### config.mk
export PLATFORM = sky130hd
export DESIGN_NAME = wb_port_arbiter
export DESIGN_NICKNAME = d
export VERILOG_FILES = /design/src/rtl/wb_port_arbiter_pkg.sv /design/src/rtl/wb_result_fifo.sv /design/src/rtl/wb_port_arbiter.sv
export SDC_FILE = /design/constraint.sdc
export NUM_CORES = 1
export LEC_CHECK = 0
export ABC_AREA = 1
export BUFFER_PORTS_ARGS = -buffer_cell sky130_fd_sc_hd__buf_2
export CORE_ASPECT_RATIO = 1.1
export CORE_MARGIN = 5
export CORE_UTILIZATION = 55
export CTS_CLUSTER_DIAMETER = 80
export DETAILED_ROUTE_END_ITERATION = 12
export GPL_TIMING_DRIVEN = 0
export MAX_ROUTING_LAYER = met4
export PLACE_DENSITY = 0.91
export SLEW_MARGIN = 10
export SYNTH_ARGS = -nofsm -noshare
export SYNTH_HDL_FRONTEND = slang
export SYNTH_SLANG_ARGS = --single-unit
### constraint.sdc
create_clock -name clk -period 2.73 [get_ports clk]
set_input_delay 0.1365 -clock clk [delete_from_list [all_inputs] [get_ports clk]]
set_output_delay 0.1365 -clock clk [all_outputs]
set_load 0.005 [all_outputs]
### src/rtl/wb_port_arbiter_pkg.sv
// Shared defaults and entry layout for the register-file write-port arbiter.
package wb_port_arbiter_pkg;

  localparam int unsigned DefDw = 32;
  localparam int unsigned DefAw = 5;

  // r0 is hard-wired to zero and never written.
  localparam logic [DefAw-1:0] RegZero = '0;

  typedef struct packed {
    logic             valid;
    logic [DefAw-1:0] rw;
    logic [DefDw-1:0] wdata;
  } fifo_entry_t;

endpackage

### src/rtl/wb_result_fifo.sv
// Circular buffer for long-latency results with per-entry squash by destination index.
module wb_result_fifo
  import wb_port_arbiter_pkg::*;
#(
  parameter int unsigned Depth = 2,
  parameter int unsigned DW    = DefDw,
  parameter int unsigned AW    = DefAw
) (
  input  logic                          clk_i,
  input  logic                          rst_i,
  input  logic                          push_i,
  input  logic [AW-1:0]                 push_rw_i,
  input  logic [DW-1:0]                 push_wdata_i,
  input  logic                          pop_i,
  input  logic                          squash_en_i,
  input  logic [AW-1:0]                 squash_rw_i,
  output logic                          full_o,
  output logic                          empty_o,
  output logic                          head_valid_o,
  output logic [AW-1:0]                 head_rw_o,
  output logic [DW-1:0]                 head_wdata_o,
  output logic [$clog2(Depth)-1:0]      head_idx_o,
  output logic [Depth-1:0]              ent_valid_o,
  output logic [Depth-1:0][AW-1:0]      ent_rw_o
);

  localparam int unsigned PtrW = $clog2(Depth);
  localparam int unsigned CntW = PtrW + 1;

  logic [Depth-1:0]         valid_q, valid_d;
  logic [Depth-1:0][AW-1:0] rw_q, rw_d;
  logic [Depth-1:0][DW-1:0] data_q, data_d;
  logic [PtrW-1:0]          wr_ptr_q, wr_ptr_d, rd_ptr_q, rd_ptr_d;
  logic [CntW-1:0]          cnt_q, cnt_d;
  logic                     push_ok, pop_ok;

  assign full_o       = (cnt_q == CntW'(Depth));
  assign empty_o      = (cnt_q == '0);
  assign push_ok      = push_i && !full_o;
  assign pop_ok       = pop_i && !empty_o;
  assign head_valid_o = valid_q[rd_ptr_q];
  assign head_rw_o    = rw_q[rd_ptr_q];
  assign head_wdata_o = data_q[rd_ptr_q];
  assign head_idx_o   = rd_ptr_q;
  assign ent_valid_o  = valid_q;
  assign ent_rw_o     = rw_q;

  always_comb begin
    valid_d  = valid_q;
    rw_d     = rw_q;
    data_d   = data_q;
    wr_ptr_d = wr_ptr_q;
    rd_ptr_d = rd_ptr_q;
    cnt_d    = cnt_q;
    // A squashed slot keeps its place in the queue; only its valid bit drops.
    for (int unsigned i = 0; i < Depth; i++) begin
      if (squash_en_i && valid_q[i] && (rw_q[i] == squash_rw_i)) valid_d[i] = 1'b0;
    end
    if (pop_ok) begin
      valid_d[rd_ptr_q] = 1'b0;
      rd_ptr_d          = rd_ptr_q + PtrW'(1);
    end
    if (push_ok) begin
      valid_d[wr_ptr_q] = 1'b1;
      rw_d[wr_ptr_q]    = push_rw_i;
      data_d[wr_ptr_q]  = push_wdata_i;
      wr_ptr_d          = wr_ptr_q + PtrW'(1);
    end
    if (push_ok && !pop_ok) begin
      cnt_d = cnt_q + CntW'(1);
    end else if (pop_ok && !push_ok) begin
      cnt_d = cnt_q - CntW'(1);
    end
  end

  always_ff @(posedge clk_i) begin
    if (rst_i) begin
      valid_q  <= '0;
      wr_ptr_q <= '0;
      rd_ptr_q <= '0;
      cnt_q    <= '0;
    end else begin
      valid_q  <= valid_d;
      wr_ptr_q <= wr_ptr_d;
      rd_ptr_q <= rd_ptr_d;
      cnt_q    <= cnt_d;
    end
  end

  // Payload is only observed through a set valid bit, so it needs no reset.
  always_ff @(posedge clk_i) begin
    rw_q   <= rw_d;
    data_q <= data_d;
  end

endmodule

### src/rtl/wb_port_arbiter.sv
// Register-file write-port arbiter: pipeline writeback has priority, long-latency results buffered.
module wb_port_arbiter
  import wb_port_arbiter_pkg::*;
#(
  parameter int unsigned DW         = DefDw,
  parameter int unsigned AW         = DefAw,
  parameter int unsigned FIFO_DEPTH = 2,
  parameter int unsigned STARVE_MAX = 4
) (
  input  logic               clk,
  input  logic               rst,
  input  logic               pipe_wr_en,
  input  logic [AW-1:0]      pipe_rw,
  input  logic [DW-1:0]      pipe_wdata,
  input  logic               lu_valid,
  input  logic [AW-1:0]      lu_rw,
  input  logic [DW-1:0]      lu_wdata,
  output logic               lu_ready,
  output logic               reg_fileWr,
  output logic [AW-1:0]      Rw,
  output logic [DW-1:0]      busW,
  output logic [2**AW-1:0]   pend_mask,
  output logic               stall_req
);

  localparam int unsigned NumRegs = 2 ** AW;
  localparam int unsigned PtrW    = $clog2(FIFO_DEPTH);
  localparam int unsigned StW     = $clog2(STARVE_MAX + 1);

  logic                          pipe_req, lu_xfer, push, pop;
  logic                          fifo_full, fifo_empty, head_valid;
  logic [AW-1:0]                 head_rw;
  logic [DW-1:0]                 head_wdata;
  logic [PtrW-1:0]               head_idx;
  logic [FIFO_DEPTH-1:0]         ent_valid;
  logic [FIFO_DEPTH-1:0][AW-1:0] ent_rw;

  logic               wr_q, wr_d;
  logic [AW-1:0]      rw_q, rw_d;
  logic [DW-1:0]      busw_q, busw_d;
  logic [NumRegs-1:0] pend_q, pend_d;
  logic               stall_q, stall_d;
  logic [StW-1:0]     starve_q, starve_d;

  // A pipeline write to r0 is not a request, which frees the port for the FIFO.
  assign pipe_req = pipe_wr_en && (pipe_rw != AW'(RegZero));
  assign lu_ready = !fifo_full && !rst;
  assign lu_xfer  = lu_valid && lu_ready;
  // Discarded transfers (r0, or overtaken by a same-cycle pipeline write) complete but store nothing.
  assign push     = lu_xfer && (lu_rw != AW'(RegZero)) && !(pipe_req && (lu_rw == pipe_rw));
  assign pop      = !pipe_req && !fifo_empty;

  wb_result_fifo #(
    .Depth (FIFO_DEPTH),
    .DW    (DW),
    .AW    (AW)
  ) u_fifo (
    .clk_i        (clk),
    .rst_i        (rst),
    .push_i       (push),
    .push_rw_i    (lu_rw),
    .push_wdata_i (lu_wdata),
    .pop_i        (pop),
    .squash_en_i  (pipe_req),
    .squash_rw_i  (pipe_rw),
    .full_o       (fifo_full),
    .empty_o      (fifo_empty),
    .head_valid_o (head_valid),
    .head_rw_o    (head_rw),
    .head_wdata_o (head_wdata),
    .head_idx_o   (head_idx),
    .ent_valid_o  (ent_valid),
    .ent_rw_o     (ent_rw)
  );

  always_comb begin
    wr_d   = 1'b0;
    rw_d   = rw_q;
    busw_d = busw_q;
    if (pipe_req) begin
      wr_d   = 1'b1;
      rw_d   = pipe_rw;
      busw_d = pipe_wdata;
    end else if (pop && head_valid) begin
      wr_d   = 1'b1;
      rw_d   = head_rw;
      busw_d = head_wdata;
    end
  end

  // Pending mask mirrors the FIFO contents as they will stand after this cycle.
  always_comb begin
    pend_d = '0;
    for (int unsigned i = 0; i < FIFO_DEPTH; i++) begin
      if (ent_valid[i] && !(pop && (head_idx == PtrW'(i))) &&
          !(pipe_req && (ent_rw[i] == pipe_rw))) begin
        pend_d[ent_rw[i]] = 1'b1;
      end
    end
    if (push) pend_d[lu_rw] = 1'b1;
  end

  always_comb begin
    starve_d = starve_q;
    if (fifo_empty || pop) begin
      starve_d = '0;
    end else if (starve_q != StW'(STARVE_MAX)) begin
      starve_d = starve_q + StW'(1);
    end
    stall_d = pop ? 1'b0 : (stall_q || (starve_q == StW'(STARVE_MAX)));
  end

  always_ff @(posedge clk) begin
    if (rst) begin
      wr_q     <= 1'b0;
      rw_q     <= '0;
      busw_q   <= '0;
      pend_q   <= '0;
      stall_q  <= 1'b0;
      starve_q <= '0;
    end else begin
      wr_q     <= wr_d;
      rw_q     <= rw_d;
      busw_q   <= busw_d;
      pend_q   <= pend_d;
      stall_q  <= stall_d;
      starve_q <= starve_d;
    end
  end

  assign reg_fileWr = wr_q;
  assign Rw         = rw_q;
  assign busW       = busw_q;
  assign pend_mask  = pend_q;
  assign stall_req  = stall_q;

endmodule

==> qor.yml, run 1 <==
ys_seq_area_share_pct: 53.3
routed_wirelength_um: 24400
min-delay-start: "pipe_wdata[6]"
cellInternalPower_mw: 4.27
die-area_um2: 15400
floorplan.initialDensity_pct: 56.5
combinational_power_share_pct: 17.8
portBuffers: 145
critPathRequiredTime_ps: 2780
synth_xor_area_share_pct: 1.83
post_synth_inst_count: 806
setup.reg_to_reg.worst_slack_ps: 360
syn-cell-area_um2: 7170
synthDistinctLibCells: 34
seq_power_share_pct: 43.9
timing.critical_path.arrival_ps: 2520
post_cts_resized: 0
finish.net_count: 1114
final_hold_viols: 1
clock_slew_seen_by_the_registers_of_the_worst_setup_and_hold_paths_ps: 70
first_global_vias: 7123
drt_pre_antenna_iters: 5
maximum_clock_insertion_buffer_count: 2
antenna_violating_nets_remaining: 0
grt_pass1_wl_um: 37800
wl_met3_um: 2540
synth_area_per_cell_um2: 8.89
die_x_um: 119
yosys_warnings: 0
yosys.area_share.simple_pct: 26.1
hold_ws_ps: -2.31
rsz0062_at_grt: "false"
timing_worst_setup_path_type: "in -> reg"
multi_input_area_um2: 2850
clock-skew-final_ps: 18.6
crit-reg2reg-capture: "u_fifo.ent_rw_o[0]"
fp.coreArea_um2: 12700
timing.hold.worst_endpoint: "busW[6]"
clock-root-buffer: "sky130_fd_sc_hd__clkbuf_16"
postLayoutCellArea_um2: 9310
post_synthesis_net_count: 887
synth_top_family_by_area: "simple AND/OR/NAND/NOR gates"
crit_path_end_kind: "flip-flop"
clock_latency_ps: 430
count_of_maximum_capacitance_violations: 0
p_sw_share_pct: 29.8
failed_checks: "negative hold slack"
critical_path.reg2reg.startpoint: "u_fifo.cnt_q[0]"
critical_path_peak_fanout: 37
dp_hpwl_um: 14500
layout_cells_sized_above_1_pct: 26.0
area.growth.synth_to_final_pct: 29.8
number_of_inserted_filler_cells_in_the_final_layout: 861
cts-htree-levels: 4
detailedRoute.firstIterationViolations: 999
slew_headroom_pct: 42.5
drc: 0
viasPerCell: 6.02
antenna_violations_before_repair: 1
tritoncts: "yes"
p_sw_mw: 1.81
critical_path.startpoint_type: "primary input"
clock_sink_count: 154
wl_met2_um: 11700
synth-seq-cells: 154
period_minus_slack_ps: 2470
max_freq_ghz: 0.406
groute.usage.overall_pct: 32.9
pin_count_of_the_biggest_net_entering_global_routing: 38
setup_tns_ps: 0
status: "finished, violations left"
grt-ovfl-total: 0
whs_path_depth: 3
power_leakage_nw: 3.88
dieHeight_um: 130
seq_area_um2: 3820
power.density_cell_area_nw_per_um2: 654
timing_worst_slew_pin_value_ps: 861
via_count: 7248
total_cts_buffers: 17
yosys.area_share.adder_pct: 0.524
synthMuxAreaShare_pct: 0.140
setup_viol_count_final: 0
detail_route.wl_per_cell_um: 20.3
worst_ir_drop_vdd_v: 0.000482
worstHoldPathType: "in -> reg"
route.top_layer_used: "met4"
pin_count: 150
slew_viol_final: 0
power_frac_clock_pct: 38.3
synth_compound_area_share_pct: 11.0
placed_area_um2: 8120
met1Wirelength_um: 8920
floorplan_row_count: 43
timing.final.crit_share_pct: 90.3
r2r_cells: 8
routabilityCongestion: 1.07
through the flow:
stage | worst slack [ps] | total power [mW] | instances | utilization (%)
after floorplan | 432 | 3.29 | 806 | -
after global placement | -308 | 3.61 | 1108 | 63.7
after detailed placement | 422 | 3.65 | 1109 | 64.0
after CTS | 357 | 5.94 | 1203 | 73.3
after global routing | 179 | 6.27 | 1204 | 73.3
final | 265 | 6.08 | 1204 | 73.3
synthesized netlist by cell type, drive strengths merged:
library cell,instances,area share (%)
o21ai,41,2.9
edfxtp,74,31
dfxtp,80,22
nand4,45,3.9
nand2,100,5.4
clkbuf,20,1.0
nand3,58,4.6
inv,48,2.5
xnor2,7,0.86
mux2i,1,0.14
nor3,17,1.3
ha,3,0.52
xor2,8,0.98
buf,38,3.4
nor2,139,7.4
or2,33,2.9
a21oi,13,1.0
a31oi,37,3.2
o211ai,37,3.9
nor4,7,0.61
sequential cells by signal, indices dropped and copies added, names as in the netlist:
| name | cells |
|---|---|
| u_fifo.cnt_q | 2 |
| u_fifo.head_idx_o | 1 |
| stall_req | 1 |
| u_fifo.ent_valid_o | 2 |
| busW | 32 |
| starve_q | 3 |
| u_fifo.ent_rw_o | 10 |
| pend_mask | 32 |
| reg_fileWr | 1 |
| u_fifo.wr_ptr_q | 1 |
| Rw | 5 |
| u_fifo.data_q | 64 |
cell usage in the layout (no fill, tap or decap), types with 8 or more instances in the layout:
master / n
sky130_fd_sc_hd__a21oi_1: 11
sky130_fd_sc_hd__a31oi_1: 37
sky130_fd_sc_hd__buf_2: 164
sky130_fd_sc_hd__buf_4: 13
sky130_fd_sc_hd__clkbuf_1: 22
sky130_fd_sc_hd__clkbuf_16: 17
sky130_fd_sc_hd__dfxtp_1: 80
sky130_fd_sc_hd__dlygate4sd3_1: 62
sky130_fd_sc_hd__edfxtp_1: 74
sky130_fd_sc_hd__inv_1: 38
sky130_fd_sc_hd__inv_2: 9
sky130_fd_sc_hd__nand2_1: 98
sky130_fd_sc_hd__nand3_1: 52
sky130_fd_sc_hd__nand4_1: 45
sky130_fd_sc_hd__nor2_1: 135
sky130_fd_sc_hd__nor3_1: 15
sky130_fd_sc_hd__o211ai_1: 37
sky130_fd_sc_hd__o21ai_0: 28
sky130_fd_sc_hd__o21ai_1: 12
sky130_fd_sc_hd__or2_2: 33
sky130_fd_sc_hd__xor2_1: 8
per-layer routing:
metal / track usage (%) / vias up
li1: - / 3262
met1: 38.4 / 3344
met2: 53.3 / 527
met3: 6.94 / 115
met4: 18.6 / 0
met5: - / -
how the worst max path moves through the flow:
stage / endpoint / slack, ps / depth (start not counted) / start
2_1_floorplan: u_fifo.data_q[32] / 430 / 6 / u_fifo.cnt_q[0]
3_3_place_gp: u_fifo.data_q[49] / -310 / 6 / u_fifo.cnt_q[0]
3_5_place_dp: u_fifo.data_q[17] / 420 / 10 / pipe_rw[1]
4_1_cts: u_fifo.data_q[24] / 360 / 11 / pipe_rw[3]
5_1_grt: u_fifo.ent_rw_o[0] / 180 / 11 / pipe_rw[3]
6_report: u_fifo.ent_rw_o[0] / 260 / 11 / pipe_rw[3]
cell families after synthesis:
| family | count (synthesis) |
|---|---|
| multiplexers | 1 |
| buffers and inverters | 106 |
| AO/OA/AOI/OAI | 128 |
| XOR/XNOR | 15 |
| adder cells (fa/ha/maj) | 3 |
| AND/OR/NAND/NOR | 399 |
| flip-flops | 154 |
area by class of cell:
cell class | count | share of cell area, %
diodes | 1 | 0.0269
clock inverters | 12 | 1.21
flip-flops and latches | 154 | 41.1
clock buffers | 20 | 4.80
plain buffers | 58 | 3.44
multi-input cells | 546 | 30.6
repair buffers | 208 | 14.8
well taps | 157 | 2.11
inverters | 48 | 1.96
timing repair:
action	4_1_cts	5_1_grt
hold endpoints to repair	95	0
setup buffers	0	0
hold buffers	62	0
power by group through the flow:
stage	combinational, mW	sequential, mW	clock (mW)
final	1.08	2.67	2.33
after global routing	1.16	2.68	2.43
after CTS	1.02	2.66	2.26
after detailed placement	0.944	2.70	0
after global placement	0.911	2.70	0
after floorplan	0.594	2.70	0
critical path, cell delays in order:
cell and delay (ps):
sky130_fd_sc_hd__dlygate4sd3_1 570, sky130_fd_sc_hd__buf_6 150, sky130_fd_sc_hd__nor2_2 120, sky130_fd_sc_hd__nand3_2 110, sky130_fd_sc_hd__nand2_4 140, sky130_fd_sc_hd__inv_4 70, sky130_fd_sc_hd__nand3_2 180, sky130_fd_sc_hd__nand2_1 180
sky130_fd_sc_hd__inv_2 90, sky130_fd_sc_hd__nand2_1 100, sky130_fd_sc_hd__inv_2 630
Note: power is estimated with default switching activity, not from simulation.
==> inputs of run 2 (changes only) <==
--- a/config.mk
+++ b/config.mk
@@ -6,11 +6,12 @@
 export NUM_CORES = 1
 export LEC_CHECK = 0
 export ABC_AREA = 1
-export BUFFER_PORTS_ARGS = -buffer_cell sky130_fd_sc_hd__buf_2
+export BUFFER_PORTS_ARGS = -buffer_cell sky130_fd_sc_hd__buf_4
 export CORE_ASPECT_RATIO = 1.1
 export CORE_MARGIN = 5
 export CORE_UTILIZATION = 55
 export CTS_CLUSTER_DIAMETER = 80
+export CTS_CLUSTER_SIZE = 14
 export DETAILED_ROUTE_END_ITERATION = 12
 export GPL_TIMING_DRIVEN = 0
 export MAX_ROUTING_LAYER = met4
==> qor.yml, run 2 (synthesized netlist as in run 1, its figures left out) <==
critical_path.slowest_cell: "sky130_fd_sc_hd__inv_2"  # unchanged
die_x_um: 119  # unchanged
max_freq_ghz: 0.405  # was 0.406 GHz
timing_worst_slew_pin_value_ps: 921  # was 861 ps
clock_latency_ps: 450  # was 430 ps
groute.usage.overall_pct: 33.2  # was 32.9%
via_count: 7252  # was 7248
cts-htree-levels: 4  # unchanged
timing_worst_setup_path_type: "reg -> reg"  # was in -> reg
routabilityCongestion: 1.02  # was 1.07
non_filler_cells_final: 1198  # was 1204
timing.critical_path.arrival_ps: 2530  # was 2520 ps
pin_count: 150  # unchanged
portBuffers: 145  # unchanged
registers.top_by_ff_count: "u_fifo.data_q"  # unchanged
critical_path_peak_fanout: 37  # unchanged
grt_pass1_wl_um: 38300  # was 37800 µm
finish.net_count: 1109  # was 1114
tritoncts: "yes"  # unchanged
viasPerCell: 6.05  # was 6.02
count_of_maximum_capacitance_violations: 0  # unchanged
die-area_um2: 15400  # unchanged
timing.final.crit_share_pct: 90.5  # was 90.3%
floorplan.initialDensity_pct: 56.5  # unchanged
cellInternalPower_mw: 4.41  # was 4.27 mW
postCtsSetupBuffers: 0  # unchanged
clock-skew-final_ps: 11.9  # was 18.6 ps
placedCellCount: 1109  # unchanged
cp_num_buf_inv: 3  # was 5
critical_path.startpoint_type: "flip-flop"  # was primary input
grt-ovfl-total: 0  # unchanged
antenna_violating_nets_remaining: 0  # unchanged
slew_headroom_pct: 38.6  # was 42.5%
worstHoldPathType: "in -> reg"  # unchanged
drt_pre_antenna_iters: 6  # was 5
dieHeight_um: 130  # unchanged
total_cts_buffers: 17  # unchanged
detailedRoute.firstIterationViolations: 886  # was 999
routed_wirelength_um: 24900  # was 24400 µm
cp_top_delay_family: "buffers and inverters"  # unchanged
period_minus_slack_ps: 2470  # about the same
power_frac_clock_pct: 38.8  # was 38.3%
maximum_clock_insertion_buffer_count: 2  # unchanged
clock-root-buffer: "sky130_fd_sc_hd__clkbuf_16"  # unchanged
critPathRequiredTime_ps: 2790  # was 2780 ps
power.density_cell_area_nw_per_um2: 650  # was 654 nW/µm²
combinational_power_share_pct: 18.5  # was 17.8%
rsz0062_at_grt: "false"  # unchanged
detail_route.wl_per_cell_um: 20.8  # was 20.3 µm
dp_hpwl_um: 15000  # was 14500 µm
area.growth.synth_to_final_pct: 34.5  # was 29.8%
antenna_violations_before_repair: 1  # unchanged
fp.coreArea_um2: 12700  # unchanged
first_global_vias: 7110  # was 7123
p_sw_mw: 1.85  # was 1.81 mW
power_leakage_nw: 3.94  # was 3.88 nW
clock_slew_seen_by_the_registers_of_the_worst_setup_and_hold_paths_ps: 70  # about the same
highest_count_cells_in_the_layout_ignoring_fill_and_taps: "sky130_fd_sc_hd__buf_4, sky130_fd_sc_hd__nor2_1, sky130_fd_sc_hd__nand2_1"  # was sky130_fd_sc_hd__buf_2, sky130_fd_sc_hd__nor2_1, sky130_fd_sc_hd__nand2_1
seq_power_share_pct: 42.7  # was 43.9%
clock_sink_count: 154  # unchanged
crit_path_end_kind: "flip-flop"  # unchanged
setup_viol_count_final: 0  # unchanged
pin_count_of_the_biggest_net_entering_global_routing: 38  # unchanged
floorplan_row_count: 43  # unchanged
setup_tns_ps: 0  # unchanged
layout_cells_sized_above_1_pct: 26.2  # was 26.0%
slew_viol_final: 0  # unchanged
p_sw_share_pct: 29.5  # was 29.8%
largest_register_ffs: 64  # unchanged
status: "finished, violations left"  # unchanged
most_common_cell_after_layout_fill_and_taps_aside: "sky130_fd_sc_hd__buf_4"  # was sky130_fd_sc_hd__buf_2
crit_path_cell_trace: "inv_2 > a21oi_2 > nand2_1 > a21oi_2 > nand2_1 > inv_2 > nand2_1 > inv_2"  # was dlygate4sd3_1 > buf_6 > nor2_2 > nand3_2 > nand2_4 > inv_4 > nand3_2 > nand2_1 > inv_2 > nand2_1 > inv_2
drc: 0  # unchanged
hold_ws_ps: -6.03  # was -2.31 ps
crit_path_max_incr_delay_ps: 660  # was 630 ps
utilization_pct: 75.9  # was 73.3%
failed_checks: "negative hold slack"  # unchanged
worst_ir_drop_vdd_v: 0.000461  # was 0.000482 V
final_hold_viols: 4  # was 1
==> run 2: cell types whose count changed in the layout (fill, tap and decap cells not counted), moves of 3 or more <==
cell / delta
sky130_fd_sc_hd__inv_8: +3
sky130_fd_sc_hd__dlygate4sd3_1: -5
sky130_fd_sc_hd__clkinv_2: -3
sky130_fd_sc_hd__buf_4: +145
sky130_fd_sc_hd__buf_2: -145
==> run 2: final cells by class <==
type | count | area, µm²
Sequential cell | 154 | 3820
Fill cell | 862 | 3060
Multi-Input combinational cell | 546 | 2850
Timing Repair Buffer | 203 | 1680
Clock buffer | 18 | 429
Buffer | 58 | 320
Tap cell | 157 | 196
Inverter | 48 | 183
Clock inverter | 13 | 161
Antenna cell | 1 | 2.50
==> run 2: repair_timing <==
item,in CTS,in global routing
hold endpoints to repair,92,2
gates resized for setup,0,0
hold buffers,55,2
==> run 2: power groups by stage <==
stage                     sequential, mW  clock, mW  combinational [mW]
after CTS                           2.66       2.36                1.09
after global placement              2.70          0               0.981
after floorplan                     2.70          0               0.594
final                               2.67       2.43                1.16
after global routing                2.68       2.54                1.24
after detailed placement            2.71          0                1.02
==> run 2: per-layer routing <==
layer  wire length, µm  GRT usage [%]  vias to the layer above
met5                 0              -                        -
met4              1450           17.2                        0
met3              2490           6.03                      127
met2             11800           54.7                      532
met1              9190           39.3                     3348
li1                  -              -                     3245
==> run 2: path summary, 6_finish.rpt <==
path,endpoint,start,slack (ps),depth (start not counted)
worst max-delay path,u_fifo.data_q[7],u_fifo.cnt_q[0],260,8
worst max register to register,u_fifo.data_q[7],u_fifo.cnt_q[0],260,8
worst min register to register,u_fifo.wr_ptr_q,u_fifo.wr_ptr_q,470,2
worst min-delay path,busW[11],pipe_wdata[11],-6,3
==> run 2: tightest hold or removal path, cell delays in order <==
cell                      delay [ps]
sky130_fd_sc_hd__buf_4           110
sky130_fd_sc_hd__nand2_1          60
sky130_fd_sc_hd__a31oi_1          80
==> run 2: metrics by stage <==
stage	worst slack (ps)	power [mW]	cell area (µm²)
2_1_floorplan	432	3.29	7170
3_3_place_gp	-394	3.68	8450
3_5_place_dp	351	3.72	8480
4_1_cts	350	6.12	9620
5_1_grt	121	6.47	9640
6_report	260	6.27	9640
==> inputs of run 3 (changes only) <==
--- a/config.mk
+++ b/config.mk
@@ -5,17 +5,17 @@
 export SDC_FILE = /design/constraint.sdc
 export NUM_CORES = 1
 export LEC_CHECK = 0
-export ABC_AREA = 1
+export ABC_AREA = 0
 export BUFFER_PORTS_ARGS = -buffer_cell sky130_fd_sc_hd__buf_4
 export CORE_ASPECT_RATIO = 1.1
 export CORE_MARGIN = 5
-export CORE_UTILIZATION = 55
+export CORE_UTILIZATION = 54
 export CTS_CLUSTER_DIAMETER = 80
 export CTS_CLUSTER_SIZE = 14
 export DETAILED_ROUTE_END_ITERATION = 12
 export GPL_TIMING_DRIVEN = 0
 export MAX_ROUTING_LAYER = met4
-export PLACE_DENSITY = 0.91
+export PLACE_DENSITY = 0.9
 export SLEW_MARGIN = 10
 export SYNTH_ARGS = -nofsm -noshare
 export SYNTH_HDL_FRONTEND = slang
==> qor.yml, run 3 <==
p_sw_mw: 2.02  # was 1.85 mW
async_reset_ff_share_pct: 0  # unchanged
cellInternalPower_mw: 4.55  # was 4.41 mW
antenna_violating_nets_remaining: 0  # unchanged
detailedRoute.firstIterationViolations: 696  # was 886
power_frac_clock_pct: 35.1  # was 38.8%
timing.final.crit_share_pct: 92.1  # was 90.5%
crit_path_end_kind: "flip-flop"  # unchanged
combinational_power_share_pct: 22.9  # was 18.5%
synthDistinctLibCells: 43  # was 34
maximum_clock_insertion_buffer_count: 2  # unchanged
setup_viol_count_final: 0  # unchanged
count_of_maximum_capacitance_violations: 0  # unchanged
ys_seq_area_share_pct: 56.1  # was 53.3%
post-layout-total-power_mw: 6.57  # was 6.27 mW
critical_path.reg2reg.startpoint: "u_fifo.cnt_q[0]"  # unchanged
worstHoldPathType: "in -> reg"  # unchanged
placedCellCount: 952  # was 1109
period_minus_slack_ps: 2510  # was 2470 ps
timing.hold.worst_endpoint: "busW[17]"  # was busW[11]
timing_worst_slew_pin_value_ps: 1300  # was 921 ps
number_of_flops_mapped_to_enable_cells_by_yosys: 74  # unchanged
synth-seq-cells: 154  # unchanged
placement.setup.worst_slack_ps: 25.5  # was 351 ps
fp.coreArea_um2: 12500  # was 12700 µm²
routed_wirelength_um: 21700  # was 24900 µm
timing_worst_setup_path_type: "in -> reg"  # was reg -> reg
slew_headroom_pct: 13.2  # was 38.6%
tritoncts: "yes"  # unchanged
cts-htree-levels: 4  # unchanged
critical_path_peak_fanout: 9  # was 37
first_global_vias: 6306  # was 7110
synth.top_cell.area_share_pct: 32.6  # was 31.0%
p_sw_share_pct: 30.7  # was 29.5%
pin_count_of_the_biggest_net_entering_global_routing: 38  # unchanged
dp_hpwl_um: 13800  # was 15000 µm
placed_area_um2: 8130  # was 8480 µm²
finish.net_count: 932  # was 1109
synth_top_cells_by_area: "sky130_fd_sc_hd__edfxtp_1, sky130_fd_sc_hd__dfxtp_1, sky130_fd_sc_hd__mux2i_1"  # was sky130_fd_sc_hd__edfxtp_1, sky130_fd_sc_hd__dfxtp_1, sky130_fd_sc_hd__nor2_1
r2r_cells: 8  # unchanged
critical_path.startpoint_type: "primary input"  # was flip-flop
pin_count: 150  # unchanged
number_of_inserted_filler_cells_in_the_final_layout: 824  # was 862
hold_ws_ps: 27.2  # was -6.03 ps
setup.reg_to_reg.worst_slack_ps: 240  # was 260 ps
rsz0062_at_grt: "false"  # unchanged
routabilityCongestion: 0.990  # was 1.02
seq_power_share_pct: 42.0  # was 42.7%
portBuffers: 143  # was 145
post_synth_most_frequent_cells: "sky130_fd_sc_hd__nand2_1, sky130_fd_sc_hd__dfxtp_1, sky130_fd_sc_hd__edfxtp_1"  # was sky130_fd_sc_hd__nor2_1, sky130_fd_sc_hd__nand2_1, sky130_fd_sc_hd__dfxtp_1
viasPerCell: 6.21  # was 6.05
largest_register_ffs: 64  # unchanged
max_freq_ghz: 0.398  # was 0.405 GHz
highest_count_cells_in_the_layout_ignoring_fill_and_taps: "sky130_fd_sc_hd__buf_4, sky130_fd_sc_hd__nand2_1, sky130_fd_sc_hd__dfxtp_1"  # was sky130_fd_sc_hd__buf_4, sky130_fd_sc_hd__nor2_1, sky130_fd_sc_hd__nand2_1
via_count: 6348  # was 7252
floorplan_row_count: 43  # unchanged
power.density_cell_area_nw_per_um2: 724  # was 650 nW/µm²
detail_route.wl_per_cell_um: 21.3  # was 20.8 µm
registers.top_by_ff_count: "u_fifo.data_q"  # unchanged
min-delay-start: "pipe_wdata[17]"  # was pipe_wdata[11]
whs_path_depth: 3  # unchanged
area.growth.synth_to_final_pct: 33.2  # was 34.5%
syn-cell-area_um2: 6810  # was 7170 µm²
dieHeight_um: 128  # was 130 µm
die-area_um2: 15000  # was 15400 µm²
groute.usage.overall_pct: 30.2  # was 33.2%
status: "finished clean"  # was finished, violations left
clock-skew-final_ps: 8.25  # was 11.9 ps
total_cts_buffers: 17  # unchanged
slew_viol_final: 0  # unchanged
timing.final.ws_setup_ps: 217  # was 260 ps
post_synth_inst_count: 650  # was 806
yosys_warnings: 0  # unchanged
most_common_cell_after_layout_fill_and_taps_aside: "sky130_fd_sc_hd__buf_4"  # unchanged
clock-root-buffer: "sky130_fd_sc_hd__clkbuf_16"  # unchanged
power_leakage_nw: 3.37  # was 3.94 nW
layout_cells_sized_above_1_pct: 24.3  # was 26.2%
non_filler_cells_final: 1022  # was 1198
crit-reg2reg-capture: "u_fifo.data_q[35]"  # was u_fifo.data_q[7]
antenna_violations_before_repair: 0  # was 1
die_x_um: 117  # was 119 µm
synth_area_per_cell_um2: 10.5  # was 8.89 µm²
synthDominantAreaCellType: "sky130_fd_sc_hd__edfxtp_1"  # unchanged
floorplan.initialDensity_pct: 54.6  # was 56.5%
drc: 0  # unchanged
grt-ovfl-total: 0  # unchanged
synth.most_common_cell: "sky130_fd_sc_hd__nand2_1"  # was sky130_fd_sc_hd__nor2_1
post_synthesis_net_count: 731  # was 887
drt_pre_antenna_iters: 7  # was 6
clock_sink_count: 154  # unchanged
final_hold_viols: 0  # was 4
postLayoutCellArea_um2: 9070  # was 9640 µm²
worst_ir_drop_vdd_v: 0.000529  # was 0.000461 V
clock_latency_ps: 440  # was 450 ps
timing.critical_path.arrival_ps: 2870  # was 2530 ps
postCtsSetupBuffers: 0  # unchanged
top_reg_cell_synth: "sky130_fd_sc_hd__dfxtp_1"  # unchanged
critPathRequiredTime_ps: 3090  # was 2790 ps
clock_slew_seen_by_the_registers_of_the_worst_setup_and_hold_paths_ps: 70  # about the same
grt_pass1_wl_um: 33300  # was 38300 µm
-- run 3: area by class of cell --
class                      instances  area (µm²)  share of cell area [%]
antenna                            1        2.50                  0.0276
multi-input combinational        427        2650                    29.2
sequential                       154        3820                    42.1
timing repair buffer             182        1490                    16.4
tap                              157         196                    2.17
buffer                            63         323                    3.56
inverter                           6        25.0                   0.276
clock buffer                      17         425                    4.69
clock inverter                    15         140                    1.54
-- run 3: worst max-delay path by stage --
| stage | endpoint | depth (start not counted) | startpoint | slack, ps |
|---|---|---|---|---|
| after floorplan | u_fifo.data_q[32] | 7 | pipe_rw[0] | 170 |
| after global placement | u_fifo.data_q[38] | 7 | rst | -620 |
| after detailed placement | u_fifo.data_q[35] | 8 | rst | 30 |
| after CTS | u_fifo.data_q[43] | 8 | u_fifo.cnt_q[0] | 40 |
| after global routing | u_fifo.data_q[39] | 8 | u_fifo.cnt_q[0] | 90 |
| final | u_fifo.cnt_q[1] | 9 | lu_rw[0] | 220 |
-- run 3: repair_timing --
action	in CTS	in global routing
hold endpoints to repair	74	0
setup endpoints to repair	0	37
resized for setup	0	4
hold buffers	37	0
-- run 3: power groups by stage --
stage	Clock, mW	Sequential, mW	Combinational (mW)
floorplan	0	2.78	0.888
global placement	0	2.79	1.34
detailed placement	0	2.79	1.40
CTS	2.29	2.75	1.46
global route	2.40	2.77	1.61
finish	2.31	2.76	1.50
-- run 3: cell families (layout without fill, tap and decap cells) --
logic type / after synthesis / count (layout) / share of synthesized area, %
AND/OR/NAND/NOR: 243 / 243 / 18.0
adder cells (fa/ha/maj): 3 / 3 / 0.551
buffers and inverters: 69 / 283 / 5.05
other: 0 / 1 / 0
flip-flops: 154 / 154 / 56.1
AO/OA/AOI/OAI: 123 / 123 / 12.1
XOR/XNOR: 19 / 19 / 2.44
multiplexers: 39 / 39 / 5.73
-- run 3: layer usage --
metal,wire length [µm],track usage (%)
met5,0,-
met1,7820,35.2
met4,941,14.3
met2,11000,50.1
met3,2010,5.43
-- run 3: metrics by stage --
stage	TNS (ps)	util [%]
2_1_floorplan	0	-
3_3_place_gp	-31440	64.8
3_5_place_dp	0	65.1
4_1_cts	0	72.6
5_1_grt	0	72.7
6_report	0	72.7
-- run 3: worst max-delay path, stage by stage --
cell                            delay (ps)
sky130_fd_sc_hd__dlygate4sd3_1         560
sky130_fd_sc_hd__buf_4                 160
sky130_fd_sc_hd__clkbuf_1              200
sky130_fd_sc_hd__nor3_1                570
sky130_fd_sc_hd__nand2_1               180
sky130_fd_sc_hd__and3_1                240
sky130_fd_sc_hd__ha_1                  320
sky130_fd_sc_hd__or3_1                 360
sky130_fd_sc_hd__a21oi_1               150
